==> config.mk <==
export PLATFORM = sky130hd
export DESIGN_NAME = mmio_debug_port
export DESIGN_NICKNAME = d
export VERILOG_FILES = /design/src/rtl/dbg_pkg.sv /design/src/rtl/sync_fifo.sv /design/src/rtl/mmio_debug_port.sv
export SDC_FILE = /design/constraint.sdc
export NUM_CORES = 1
export LEC_CHECK = 0
export CAP_MARGIN = 15
export CORE_ASPECT_RATIO = 1.1
export CORE_MARGIN = 8
export CORE_UTILIZATION = 45
export DETAILED_ROUTE_END_ITERATION = 16
export MAX_ROUTING_LAYER = met4
export PLACE_DENSITY = 0.69
export SLEW_MARGIN = 20
export SYNTH_ARGS = -nofsm -noshare
export SYNTH_HDL_FRONTEND = slang
export SYNTH_SLANG_ARGS = --single-unit
==> constraint.sdc <==
create_clock -name clk -period 7.3 [get_ports clk]
set_clock_uncertainty 0.05 [all_clocks]
set_input_delay 1.095 -clock clk [delete_from_list [all_inputs] [get_ports clk]]
set_output_delay 1.095 -clock clk [all_outputs]
set_load 0.01 [all_outputs]
==> src/rtl/dbg_pkg.sv <==
// Shared definitions for the MMIO debug port: run-state encoding, default
// mailbox addresses, the pass code and a saturating counter helper.
package dbg_pkg;

  // Run state as reported on the state output
  typedef enum logic [1:0] {
    ST_RUN     = 2'd0,
    ST_PASS    = 2'd1,
    ST_FAIL    = 2'd2,
    ST_TIMEOUT = 2'd3
  } dbg_state_t;

  // Default addresses of the console character port and the status mailbox
  localparam logic [31:0] DEFAULT_CONSOLE_ADDR = 32'h0000_FFFC;
  localparam logic [31:0] DEFAULT_STATUS_ADDR  = 32'h0000_FFF8;

  // Value written to the status mailbox to report success
  localparam logic [31:0] PASS_CODE = 32'd1;

  // Increment that sticks at the all-ones value instead of wrapping
  function automatic logic [15:0] satInc16(input logic [15:0] value);
    return (value == 16'hFFFF) ? value : value + 16'd1;
  endfunction

endpackage

==> src/rtl/sync_fifo.sv <==
// Single-clock FIFO with registered occupancy. A push into an empty FIFO
// becomes visible on the following cycle (no bypass). A push into a full
// FIFO is accepted only when a pop frees a slot in the same cycle.
// The head reads as zero whenever the FIFO is empty.
module sync_fifo #(
  parameter int WIDTH = 8,
  parameter int DEPTH = 16
) (
  input  logic             clk,
  input  logic             reset,
  input  logic             push,
  input  logic [WIDTH-1:0] data_in,
  input  logic             pop,
  output logic [WIDTH-1:0] data_out,
  output logic             full,
  output logic             empty
);

  localparam int PTR_W = (DEPTH > 1) ? $clog2(DEPTH) : 1;
  localparam logic [PTR_W-1:0] LAST_IDX  = PTR_W'(DEPTH - 1);
  localparam logic [PTR_W:0]   DEPTH_CNT = (PTR_W + 1)'(DEPTH);

  logic [WIDTH-1:0] r_mem [DEPTH];
  logic [PTR_W-1:0] r_wrPtr;
  logic [PTR_W-1:0] r_rdPtr;
  logic [PTR_W:0]   r_count;

  logic w_doPush;
  logic w_doPop;

  assign empty    = (r_count == '0);
  assign full     = (r_count == DEPTH_CNT);
  assign w_doPop  = pop && !empty;
  assign w_doPush = push && (!full || w_doPop);
  assign data_out = empty ? '0 : r_mem[r_rdPtr];

  // Pointers wrap explicitly at the last slot; occupancy tracks push/pop
  always_ff @(posedge clk) begin
    if (reset) begin
      r_wrPtr <= '0;
      r_rdPtr <= '0;
      r_count <= '0;
    end else begin
      if (w_doPush) begin
        r_wrPtr <= (r_wrPtr == LAST_IDX) ? '0 : r_wrPtr + 1'b1;
      end
      if (w_doPop) begin
        r_rdPtr <= (r_rdPtr == LAST_IDX) ? '0 : r_rdPtr + 1'b1;
      end
      case ({w_doPush, w_doPop})
        2'b10:   r_count <= r_count + 1'b1;
        2'b01:   r_count <= r_count - 1'b1;
        default: r_count <= r_count;
      endcase
    end
  end

  // Storage array; a push presented during reset is discarded
  always_ff @(posedge clk) begin
    if (!reset && w_doPush) begin
      r_mem[r_wrPtr] <= data_in;
    end
  end

endmodule

==> src/rtl/mmio_debug_port.sv <==
// Simulation/debug sideband snooping a CPU store bus. Stores to the console
// address queue characters for an external consumer; stores to the status
// mailbox end the run as PASS or FAIL. A run-cycle limit forces TIMEOUT.
// Terminal states are sticky until reset, and done reports that the run has
// ended and every queued character has been consumed.
module mmio_debug_port
  import dbg_pkg::*;
#(
  parameter int                DATA_W         = 32,
  parameter int                ADDR_W         = 32,
  parameter logic [ADDR_W-1:0] CONSOLE_ADDR   = ADDR_W'(DEFAULT_CONSOLE_ADDR),
  parameter logic [ADDR_W-1:0] STATUS_ADDR    = ADDR_W'(DEFAULT_STATUS_ADDR),
  parameter int                FIFO_DEPTH     = 16,
  parameter int                TIMEOUT_CYCLES = 100000
) (
  input  logic              clk,
  input  logic              reset,
  input  logic              memwrite,
  input  logic [ADDR_W-1:0] dataadr,
  input  logic [DATA_W-1:0] writedata,
  output logic              char_valid,
  output logic [7:0]        char_data,
  input  logic              char_ready,
  output logic [15:0]       overflow_cnt,
  output logic [1:0]        state,
  output logic [DATA_W-2:0] fail_code,
  output logic [31:0]       cycle_cnt,
  output logic              done
);

  localparam bit          TIMEOUT_EN   = (TIMEOUT_CYCLES != 0);
  localparam logic [31:0] TIMEOUT_LAST = TIMEOUT_EN ? 32'(TIMEOUT_CYCLES - 1) : 32'd0;

  dbg_state_t        r_state;
  dbg_state_t        w_nextState;
  logic [31:0]       r_cycleCnt;
  logic [15:0]       r_overflowCnt;
  logic [DATA_W-2:0] r_failCode;
  logic              r_done;

  logic              w_consoleStore;
  logic              w_statusStore;
  logic              w_statusPass;
  logic              w_statusFail;
  logic              w_timeoutHit;
  logic              w_pop;
  logic              w_drop;
  logic              w_fifoFull;
  logic              w_fifoEmpty;
  logic [7:0]        w_fifoData;
  logic              w_inRun;
  logic              w_captureFail;

  // Address decode of the snooped store bus
  assign w_consoleStore = memwrite && (dataadr == CONSOLE_ADDR);
  assign w_statusStore  = memwrite && (dataadr == STATUS_ADDR);
  assign w_statusPass   = w_statusStore && (writedata == DATA_W'(PASS_CODE));
  assign w_statusFail   = w_statusStore && (writedata != '0) && !w_statusPass;
  assign w_timeoutHit   = TIMEOUT_EN && (r_cycleCnt == TIMEOUT_LAST);

  // Consumer handshake; a character is dropped only if no slot frees this cycle
  assign w_pop  = char_valid && char_ready;
  assign w_drop = w_consoleStore && w_fifoFull && !w_pop;

  sync_fifo #(
    .WIDTH (8),
    .DEPTH (FIFO_DEPTH)
  ) u_charFifo (
    .clk      (clk),
    .reset    (reset),
    .push     (w_consoleStore),
    .data_in  (writedata[7:0]),
    .pop      (w_pop),
    .data_out (w_fifoData),
    .full     (w_fifoFull),
    .empty    (w_fifoEmpty)
  );

  assign char_valid   = !w_fifoEmpty;
  assign char_data    = char_valid ? w_fifoData : 8'd0;
  assign overflow_cnt = r_overflowCnt;
  assign state        = r_state;
  assign fail_code    = r_failCode;
  assign cycle_cnt    = r_cycleCnt;
  assign done         = r_done;

  // State register
  always_ff @(posedge clk) begin
    if (reset) begin
      r_state <= ST_RUN;
    end else begin
      r_state <= w_nextState;
    end
  end

  // Next state: a status store outranks the timeout; terminal states hold
  always_comb begin
    w_nextState = r_state;
    case (r_state)
      ST_RUN: begin
        if (w_statusPass) begin
          w_nextState = ST_PASS;
        end else if (w_statusFail) begin
          w_nextState = ST_FAIL;
        end else if (w_timeoutHit) begin
          w_nextState = ST_TIMEOUT;
        end
      end
      default: w_nextState = r_state;
    endcase
  end

  // State-derived controls for the counters and the fail-code capture
  always_comb begin
    w_inRun       = (r_state == ST_RUN);
    w_captureFail = w_inRun && w_statusFail;
  end

  // Run-cycle counter, frozen once a terminal state is reached
  always_ff @(posedge clk) begin
    if (reset) begin
      r_cycleCnt <= '0;
    end else if (w_inRun) begin
      r_cycleCnt <= r_cycleCnt + 32'd1;
    end
  end

  // Fail code keeps the mailbox value without its low bit
  always_ff @(posedge clk) begin
    if (reset) begin
      r_failCode <= '0;
    end else if (w_captureFail) begin
      r_failCode <= writedata[DATA_W-1:1];
    end
  end

  // Saturating count of console characters lost to a full FIFO
  always_ff @(posedge clk) begin
    if (reset) begin
      r_overflowCnt <= '0;
    end else if (w_drop) begin
      r_overflowCnt <= satInc16(r_overflowCnt);
    end
  end

  // Done once the run has ended and nothing is queued or arriving
  always_ff @(posedge clk) begin
    if (reset) begin
      r_done <= 1'b0;
    end else begin
      r_done <= (r_state != ST_RUN) && w_fifoEmpty && !w_consoleStore;
    end
  end

endmodule

==> results.md, run 1 <==
| Result | Value | Unit |
|---|---|---|
| Average routed wire per standard cell | 19.7 | um |
| Largest family of logic cells by synthesized area | simple AND/OR/NAND/NOR gates | - |
| Number of nets with antenna violations after routing | 0 | - |
| Crit. End Element | flip-flop | - |
| Pre-Repair DR Iteration Count | 5 | - |
| Switching portion of total power | 19.7 | % |
| TritonCTS clock tree | built | - |
| Number of top-level pins | 159 | - |
| Number of standard cells after synthesis | 783 | - |
| Maximum clock frequency | 219 | MHz |
| Die Y | 170 | um |
| GR Util All Layers | 18.9 | % |
| Starting DRT DRC Count | 452 | - |
| Clock latency on the worst-skew pair | 0.51 | ns |
| Clock network power share | 48.6 | % |
| Rows | 56 | - |
| H-tree depth reported by CTS | 1 | - |
| Required time at the worst-slack endpoint | 7.69 | ns |
| Sequential area share after synthesis | 59.8 | % |
| Slew of the pin with the lowest slew margin | 1.03 | ns |
| Nets@finish | 1011 | - |
| Crit Path Category | in2reg | - |
| Combined buffer and inverter count along the critical path | 1 | - |
| Final estimated routing congestion in global placement | 0.849 | - |
| Setup Fix Bufs, Post-CTS | 0 | - |
| Run status | finished clean | - |
| Share of synthesized area spent on multiplexers | 10.4 | % |
| Dpl hpwl | 16.7 | mm |
| Commonest non-fill, non-tap cells in the layout | sky130_fd_sc_hd__clkdlybuf4s50_1, sky130_fd_sc_hd__edfxtp_1, sky130_fd_sc_hd__dfxtp_1 | - |
| Maximum clock insertion buffer count | 3 | - |
| Vias in the first global route | 7008 | - |
| Post-synthesis cell type count | 50 | - |
| Commonest non-fill, non-tap cell in the layout | sky130_fd_sc_hd__clkdlybuf4s50_1 | - |
| Maximum number of pins on one net before global-route repair | 61 | - |
| Post-Synth Adder-Cell Area | 1.62 | % |
| Delay-heaviest family, CP | simple AND/OR/NAND/NOR gates | - |
| Worst-path clk slew | 0.06 | ns |
| Yosys top cell area share | 39.5 | % |
| Share of the core filled with cells | 58.6 | % |
| Psw | 0.000545 | W |
| Initial cell density of the core | 45.7 | % |
| Max capacitance violation total | 0 | - |
| Critical Path, Cell by Cell | clkdlybuf4s50_1 -> nor4_1 -> nand3_1 -> nor4_1 -> nand2_1 -> ha_1 -> ha_1 -> nor2b_1 -> o21ai_0 -> a21oi_1 -> or4_1 -> a21oi_1 | - |
| Data arrival time of the worst path | 4.95 | ns |
| Core region area | 21300 | um2 |
| Portion of total power attributed to combinational logic | 2.7 | % |
| Flip-flop and latch count after synthesis | 227 | - |
| Compound-cell area share of the yosys netlist | 7.63 | % |
| Sequential share of power | 48.8 | % |
| RSZ-0062 raised after global routing | false | - |
| Area contributors post-synth | sky130_fd_sc_hd__edfxtp_1, sky130_fd_sc_hd__dfxtp_1, sky130_fd_sc_hd__mux4_2, sky130_fd_sc_hd__a21oi_1, sky130_fd_sc_hd__nand3_1 | - |
| Basic-gate share of the synthesized area counting and, or, nand and nor cells | 15.3 | % |
| Number of CTS-inserted buffers | 25 | - |
| Ys async rst share | 0 | % |
| Crit share post-route | 62.5 | % |
| VDD IR max | 161 | uV |
| Clock period minus final worst setup slack | 4.56 | ns |
| Master of the slowest instance on the critical path | sky130_fd_sc_hd__nor4_1 | - |
| Total Negative Setup Slacks | 0 | ns |
| Die Span X | 156 | um |
| Ratio of cells with drive above 1 in the final layout | 12.3 | % |
| DRC | 0 | - |
| Via count | 6901 | - |
| CP peak stage delay | 0.73 | ns |
| Cell Int Power | 0.00223 | W |
| Initial antenna violation count | 0 | - |
| Cell type with the largest total area after synthesis | sky130_fd_sc_hd__edfxtp_1 | - |
| GRT Residual Overflow | 0 | - |
| Area growth from synthesis to layout | 28.1 | % |
| TritonCTS sink count | 227 | - |
| Final count of negative-setup-slack endpoints | 0 | - |
| Clock root buffer | sky130_fd_sc_hd__clkbuf_16 | - |
| Post-synthesis share of cell area spent on xor and xnor gates | 2.07 | % |
| Die footprint | 26600 | um2 |
| Detailed-route vias per instance | 5.57 | - |
| Type of element launching the critical path | input port | - |
| Hold-fix buffers at CTS | 0 | - |
| Final hold viol count | 0 | - |
| Total of buffers placed on input and output ports | 158 | - |
| Post-synthesis net count | 863 | - |
| Worst min path class | reg2reg | - |
| Mean area per synthesized cell | 12.4 | um2 |
| Worst slew margin relative to its limit | 31.5 | % |
| Dominant synthesized flop cell | sky130_fd_sc_hd__edfxtp_1 | - |
| Total power divided by cell area | 222 | nW/um2 |
| Number of max-slew violations in the final report | 0 | - |
| Number of synthesized flops with an enable pin | 128 | - |
| Yosys warning count | 0 | - |
| Wire length of the first global-routing pass | 38.9 | mm |
| Antenna Diode Count | 0 | - |
| Aggregate routed wire length | 24.5 | mm |
| Count of cells resized by post-cts repair | 0 | - |
| Largest fanout of any net on the critical path | 9 | - |
| Mapped Area | 9740 | um2 |
| Leak pwr | 3.88 | nW |
==> area by class of cell <==
type | instances | area (um2)
well taps | 290 | 363
flip-flops and latches | 227 | 5830
inverters | 19 | 71.3
fillers | 1807 | 8830
clock inverters | 14 | 189
clock buffers | 32 | 714
multi-input cells | 487 | 3630
repair buffers | 171 | 1680
==> path summary, 6_finish.rpt <==
| check | start | endpoint | slack, ns | cells after the start |
|---|---|---|---|---|
| max | dataadr[29] | u_charFifo.r_count[4]$_SDFFE_PP0P_ | 2.74 | 12 |
| min | fail_code[22]$_SDFFE_PP0P_ | fail_code[22]$_SDFFE_PP0P_ | 0.42 | 2 |
| max reg2reg | u_charFifo.r_count[0]$_SDFFE_PP0P_ | u_charFifo.r_count[4]$_SDFFE_PP0P_ | 3.94 | 11 |
| min reg2reg | fail_code[22]$_SDFFE_PP0P_ | fail_code[22]$_SDFFE_PP0P_ | 0.42 | 2 |
==> Yosys cell counts (2+ instances only) <==
cell type	instances
sky130_fd_sc_hd__xor2_1	9
sky130_fd_sc_hd__a31oi_1	3
sky130_fd_sc_hd__inv_1	19
sky130_fd_sc_hd__and2_1	9
sky130_fd_sc_hd__or2_2	2
sky130_fd_sc_hd__nor2b_1	10
sky130_fd_sc_hd__nand2_1	25
sky130_fd_sc_hd__and3_1	8
sky130_fd_sc_hd__mux2i_1	3
sky130_fd_sc_hd__buf_1	5
sky130_fd_sc_hd__ha_1	11
sky130_fd_sc_hd__or4_4	3
sky130_fd_sc_hd__nand4_1	14
sky130_fd_sc_hd__xnor2_1	14
sky130_fd_sc_hd__and4_1	5
sky130_fd_sc_hd__o21ai_0	41
sky130_fd_sc_hd__nand3_1	55
sky130_fd_sc_hd__nor3_1	18
sky130_fd_sc_hd__buf_6	4
sky130_fd_sc_hd__or4_1	18
sky130_fd_sc_hd__buf_2	5
sky130_fd_sc_hd__nand2b_1	7
sky130_fd_sc_hd__o31ai_1	15
sky130_fd_sc_hd__or3_1	7
sky130_fd_sc_hd__dfxtp_1	99
sky130_fd_sc_hd__edfxtp_1	128
sky130_fd_sc_hd__clkbuf_1	35
sky130_fd_sc_hd__nor2_1	49
sky130_fd_sc_hd__nor4_1	34
sky130_fd_sc_hd__a21oi_1	62
sky130_fd_sc_hd__a311o_1	2
sky130_fd_sc_hd__mux2_2	6
sky130_fd_sc_hd__mux4_2	40
sky130_fd_sc_hd__nand4b_1	2
==> metal layers <==
| metal | global-route usage (%) | routed length (um) | vias to the layer above |
|---|---|---|---|
| met4 | 3.76 | 279 | 0 |
| met3 | 4.69 | 1600 | 21 |
| met2 | 30.2 | 11800 | 206 |
| li1 | - | - | 3307 |
| met1 | 24.2 | 10800 | 3367 |
| met5 | - | 0 | - |
==> power groups by stage <==
| stage | registers [W] | clock network, W | logic [W] |
|---|---|---|---|
| 6_report | 0.00135 | 0.00135 | 0.0000735 |
| 5_1_grt | 0.00135 | 0.00142 | 0.0000797 |
| 4_1_cts | 0.00135 | 0.00137 | 0.0000740 |
| 3_5_place_dp | 0.00138 | 0 | 0.0000737 |
| 3_3_place_gp | 0.00138 | 0 | 0.0000725 |
| 2_1_floorplan | 0.00138 | 0 | 0.0000148 |
==> sequential cells by signal, indices dropped and copies added, names as in the netlist, named ones only <==
register,flops
u_charFifo.r_mem,128
cycle_cnt,32
u_charFifo.r_wrPtr,4
fail_code,31
done,1
overflow_cnt,16
u_charFifo.r_rdPtr,4
state,2
u_charFifo.r_count,5
==> metrics by stage <==
stage | worst slack (ns) | cell area [um2] | std cells | power [W] | hold slack, ns
after floorplan | 3.28 | 9740 | 783 | 0.00139 | 0.411
after global placement | 2.40 | 11600 | 1194 | 0.00145 | 0.408
after detailed placement | 2.27 | 11600 | 1194 | 0.00145 | 0.414
after CTS | 2.82 | 12500 | 1240 | 0.00279 | 0.423
after global routing | 2.51 | 12500 | 1240 | 0.00285 | 0.443
final | 2.74 | 12500 | 1240 | 0.00277 | 0.419
==> tightest hold or removal path: stages, from the launching register on <==
cell                      delay, ns
sky130_fd_sc_hd__dfxtp_1       0.30
sky130_fd_sc_hd__o21ai_0       0.06
sky130_fd_sc_hd__a21oi_1       0.06
==> cells by family (layout without fill, tap and decap cells) <==
logic type | count (synthesis) | after routing
XOR/XNOR | 23 | 23
multiplexers | 50 | 50
AO/OA/AOI/OAI | 131 | 131
adder cells (fa/ha/maj) | 12 | 12
flip-flops | 227 | 227
buffers and inverters | 69 | 236
AND/OR/NAND/NOR | 271 | 271
No activity file was read; power rests on OpenSTA's default activity.
==> run 2, diff against run 1 <==
clock period = 4.28 ns   (was 7.3 ns; I/O delays follow)
==> results.md, run 2 (synthesized netlist as in run 1, its figures left out) <==
| Result | Value | Unit | vs previous |
|---|---|---|---|
| Wire length of the first global-routing pass | 39.0 | mm | +0.21% |
| Worst slew margin relative to its limit | 29.7 | % | -1.7 points |
| Final count of negative-setup-slack endpoints | 0 | - | unchanged |
| Setup slack, reg-to-reg | 0.83 | ns | -3.11 ns |
| TritonCTS clock tree | built | - |  |
| Die Span X | 156 | um | unchanged |
| Maximum clock insertion buffer count | 3 | - | unchanged |
| Run status | finished clean | - |  |
| GR Util All Layers | 19.0 | % | +0.10 points |
| H-tree depth reported by CTS | 1 | - | unchanged |
| Total power divided by cell area | 362 | nW/um2 | +63% |
| Die footprint | 26600 | um2 | unchanged |
| Final hold viol count | 0 | - | unchanged |
| Launch instance of the worst register-to-register path | u_charFifo.r_count[0]$_SDFFE_PP0P_ | - |  |
| Post-detailed-placement cell area | 11700 | um2 | +1.2% |
| Clock root buffer | sky130_fd_sc_hd__clkbuf_16 | - |  |
| Crit share post-route | 91.0 | % |  |
| DRC | 0 | - | unchanged |
| Clock period minus final worst setup slack | 3.89 | ns |  |
| Core region area | 21300 | um2 | unchanged |
| Area occupied by multi-input gates | 3620 | um2 | -0.38% |
| Final std cell area, no fill | 12500 | um2 | +0.18% |
| Vias in the first global route | 7015 | - | +0.10% |
| Number of max-slew violations in the final report | 0 | - | unchanged |
| Rows | 56 | - | unchanged |
| Setup Fix Bufs, Post-CTS | 0 | - | unchanged |
| Maximum number of pins on one net before global-route repair | 67 | - | +9.8% |
| Initial cell density of the core | 45.7 | % | unchanged |
| Crit Path Category | reg2out | - |  |
| Die Y | 170 | um | unchanged |
| Worst min path class | reg2reg | - |  |
| Detailed-route vias per instance | 5.58 | - | +0.35% |
| Leak pwr | 3.91 | nW | +0.85% |
| RSZ-0062 raised after global routing | false | - |  |
| TritonCTS sink count | 227 | - | unchanged |
| Total of buffers placed on input and output ports | 158 | - | unchanged |
| Aggregate routed wire length | 25.0 | mm | +2.2% |
| Dpl hpwl | 17.1 | mm | +2.3% |
| Flip-flop count of the largest register, all copies and words added | 128 | - | unchanged |
| Average routed wire per standard cell | 19.9 | um | +0.99% |
| Type of element launching the critical path | flip-flop | - |  |
| Number of CTS-inserted buffers | 23 | - | -8.0% |
| Nets@finish | 1028 | - | +1.7% |
| Launch point of the worst hold path | fail_code[20]$_SDFFE_PP0P_ | - |  |
| Maximum clock frequency | 257 | MHz |  |
| Number of filler instances in the final layout | 1769 | - | -2.1% |
| Commonest non-fill, non-tap cells in the layout | sky130_fd_sc_hd__clkdlybuf4s50_1, sky130_fd_sc_hd__edfxtp_1, sky130_fd_sc_hd__dfxtp_1 | - |  |
| Count of cells resized by post-cts repair | 0 | - | unchanged |
| Final estimated routing congestion in global placement | 0.829 | - | -2.4% |
| Required time at the worst-slack endpoint | 3.59 | ns | -4.10 ns |
| Count of cells along the worst register-to-register path | 11 | - | unchanged |
| Slew of the pin with the lowest slew margin | 1.05 | ns | +0.0260 ns |
| Antenna Diode Count | 0 | - | unchanged |
| Max capacitance violation total | 0 | - | unchanged |
| Ratio of cells with drive above 1 in the final layout | 13.4 | % | +1.1 points |
| Total Negative Setup Slacks | 0 | ns | unchanged |
| Clock latency on the worst-skew pair | 0.51 | ns | about the same |
| Worst setup path endpoint | char_data[7] | - |  |
| Largest fanout of any net on the critical path | 13 | - | +4 |
| Via count | 7009 | - | +1.6% |
| Pre-Repair DR Iteration Count | 4 | - | -1 |
| Number of top-level pins | 159 | - | unchanged |
| Starting DRT DRC Count | 445 | - | -1.5% |
| Hold-fix buffers at CTS | 0 | - | unchanged |
| Area taken by flip-flops and latches | 5830 | um2 | about the same |
| Crit. End Element | output port | - |  |
| GRT Residual Overflow | 0 | - | unchanged |
| Number of nets with antenna violations after routing | 0 | - | unchanged |
| Register ranked first by flip-flop count | u_charFifo.r_mem | - |  |
| VDD IR max | 231 | uV | +44% |
| Initial antenna violation count | 0 | - | unchanged |
| Area growth from synthesis to layout | 28.3 | % |  |
| Commonest non-fill, non-tap cell in the layout | sky130_fd_sc_hd__clkdlybuf4s50_1 | - |  |
| Data arrival time of the worst path | 3.20 | ns | -1.75 ns |
| Crit Reg-Reg Endpoint | u_charFifo.r_count[4]$_SDFFE_PP0P_ | - |  |
| Worst-path clk slew | 0.06 | ns | about the same |
==> run 2: cell count changes in the layout (fill, tap and decap cells not counted), moves of 2 or more <==
cell	previous run	this run
sky130_fd_sc_hd__clkinv_1	1	3
sky130_fd_sc_hd__clkinvlp_4	2	6
sky130_fd_sc_hd__clkinvlp_2	2	0
sky130_fd_sc_hd__buf_4	14	33
sky130_fd_sc_hd__clkbuf_16	27	25
sky130_fd_sc_hd__clkbuf_8	2	0
==> run 2: cell type report <==
class	instances	share of cell area (%)
well taps	290	2.90
clock buffers	27	5.07
repair buffers	190	14.6
multi-input cells	487	28.9
inverters	19	0.571
flip-flops and latches	227	46.6
clock inverters	15	1.32
==> run 2: critical path, stage by stage, from the launching register on <==
cell and delay (ns):
sky130_fd_sc_hd__dfxtp_2 0.63, sky130_fd_sc_hd__buf_4 0.37, sky130_fd_sc_hd__mux4_2 0.55, sky130_fd_sc_hd__mux4_2 0.47
sky130_fd_sc_hd__and2_1 0.17, sky130_fd_sc_hd__clkdlybuf4s50_1 0.50
==> run 2: worst min-delay path by stage <==
stage	to	cells past startpoint
floorplan	u_charFifo.r_count[4]$_SDFFE_PP0P_	2
global placement	fail_code[19]$_SDFFE_PP0P_	2
detailed placement	fail_code[0]$_SDFFE_PP0P_	2
CTS	fail_code[21]$_SDFFE_PP0P_	2
global route	fail_code[13]$_SDFFE_PP0P_	2
finish	fail_code[20]$_SDFFE_PP0P_	2
==> run 2: power breakdown <==
group | leakage, nW | switching [W] | internal, W | total (W)
clock | 0.371 | 0.000844 | 0.00125 | 0.00209
combinational | 1.59 | 0.0000594 | 0.0000702 | 0.000130
sequential | 1.95 | 0.00000312 | 0.00230 | 0.00230
total | 3.91 | 0.000907 | 0.00362 | 0.00452
==> run 2: routing by layer <==
metal | track usage, % | routed length, um | up-vias | part of all wire [%]
met5 | - | 0 | - | 0
met4 | 5.14 | 501 | 0 | 2.0
met3 | 4.44 | 1640 | 37 | 6.5
met2 | 31.2 | 12300 | 217 | 49
met1 | 23.2 | 10500 | 3424 | 42
li1 | - | - | 3331 | -
==> run 2: through the flow <==
stage | instances | util [%] | hold WS [ns] | power (W) | worst slack (ns)
after floorplan | 783 | - | 0.411 | 0.00238 | 0.711
after global placement | 1213 | 54.9 | 0.406 | 0.00248 | 0.376
after detailed placement | 1213 | 54.9 | 0.415 | 0.00248 | 0.299
after CTS | 1255 | 58.7 | 0.425 | 0.00457 | 0.275
after global routing | 1255 | 58.7 | 0.445 | 0.00465 | 0.210
final | 1255 | 58.7 | 0.423 | 0.00452 | 0.387
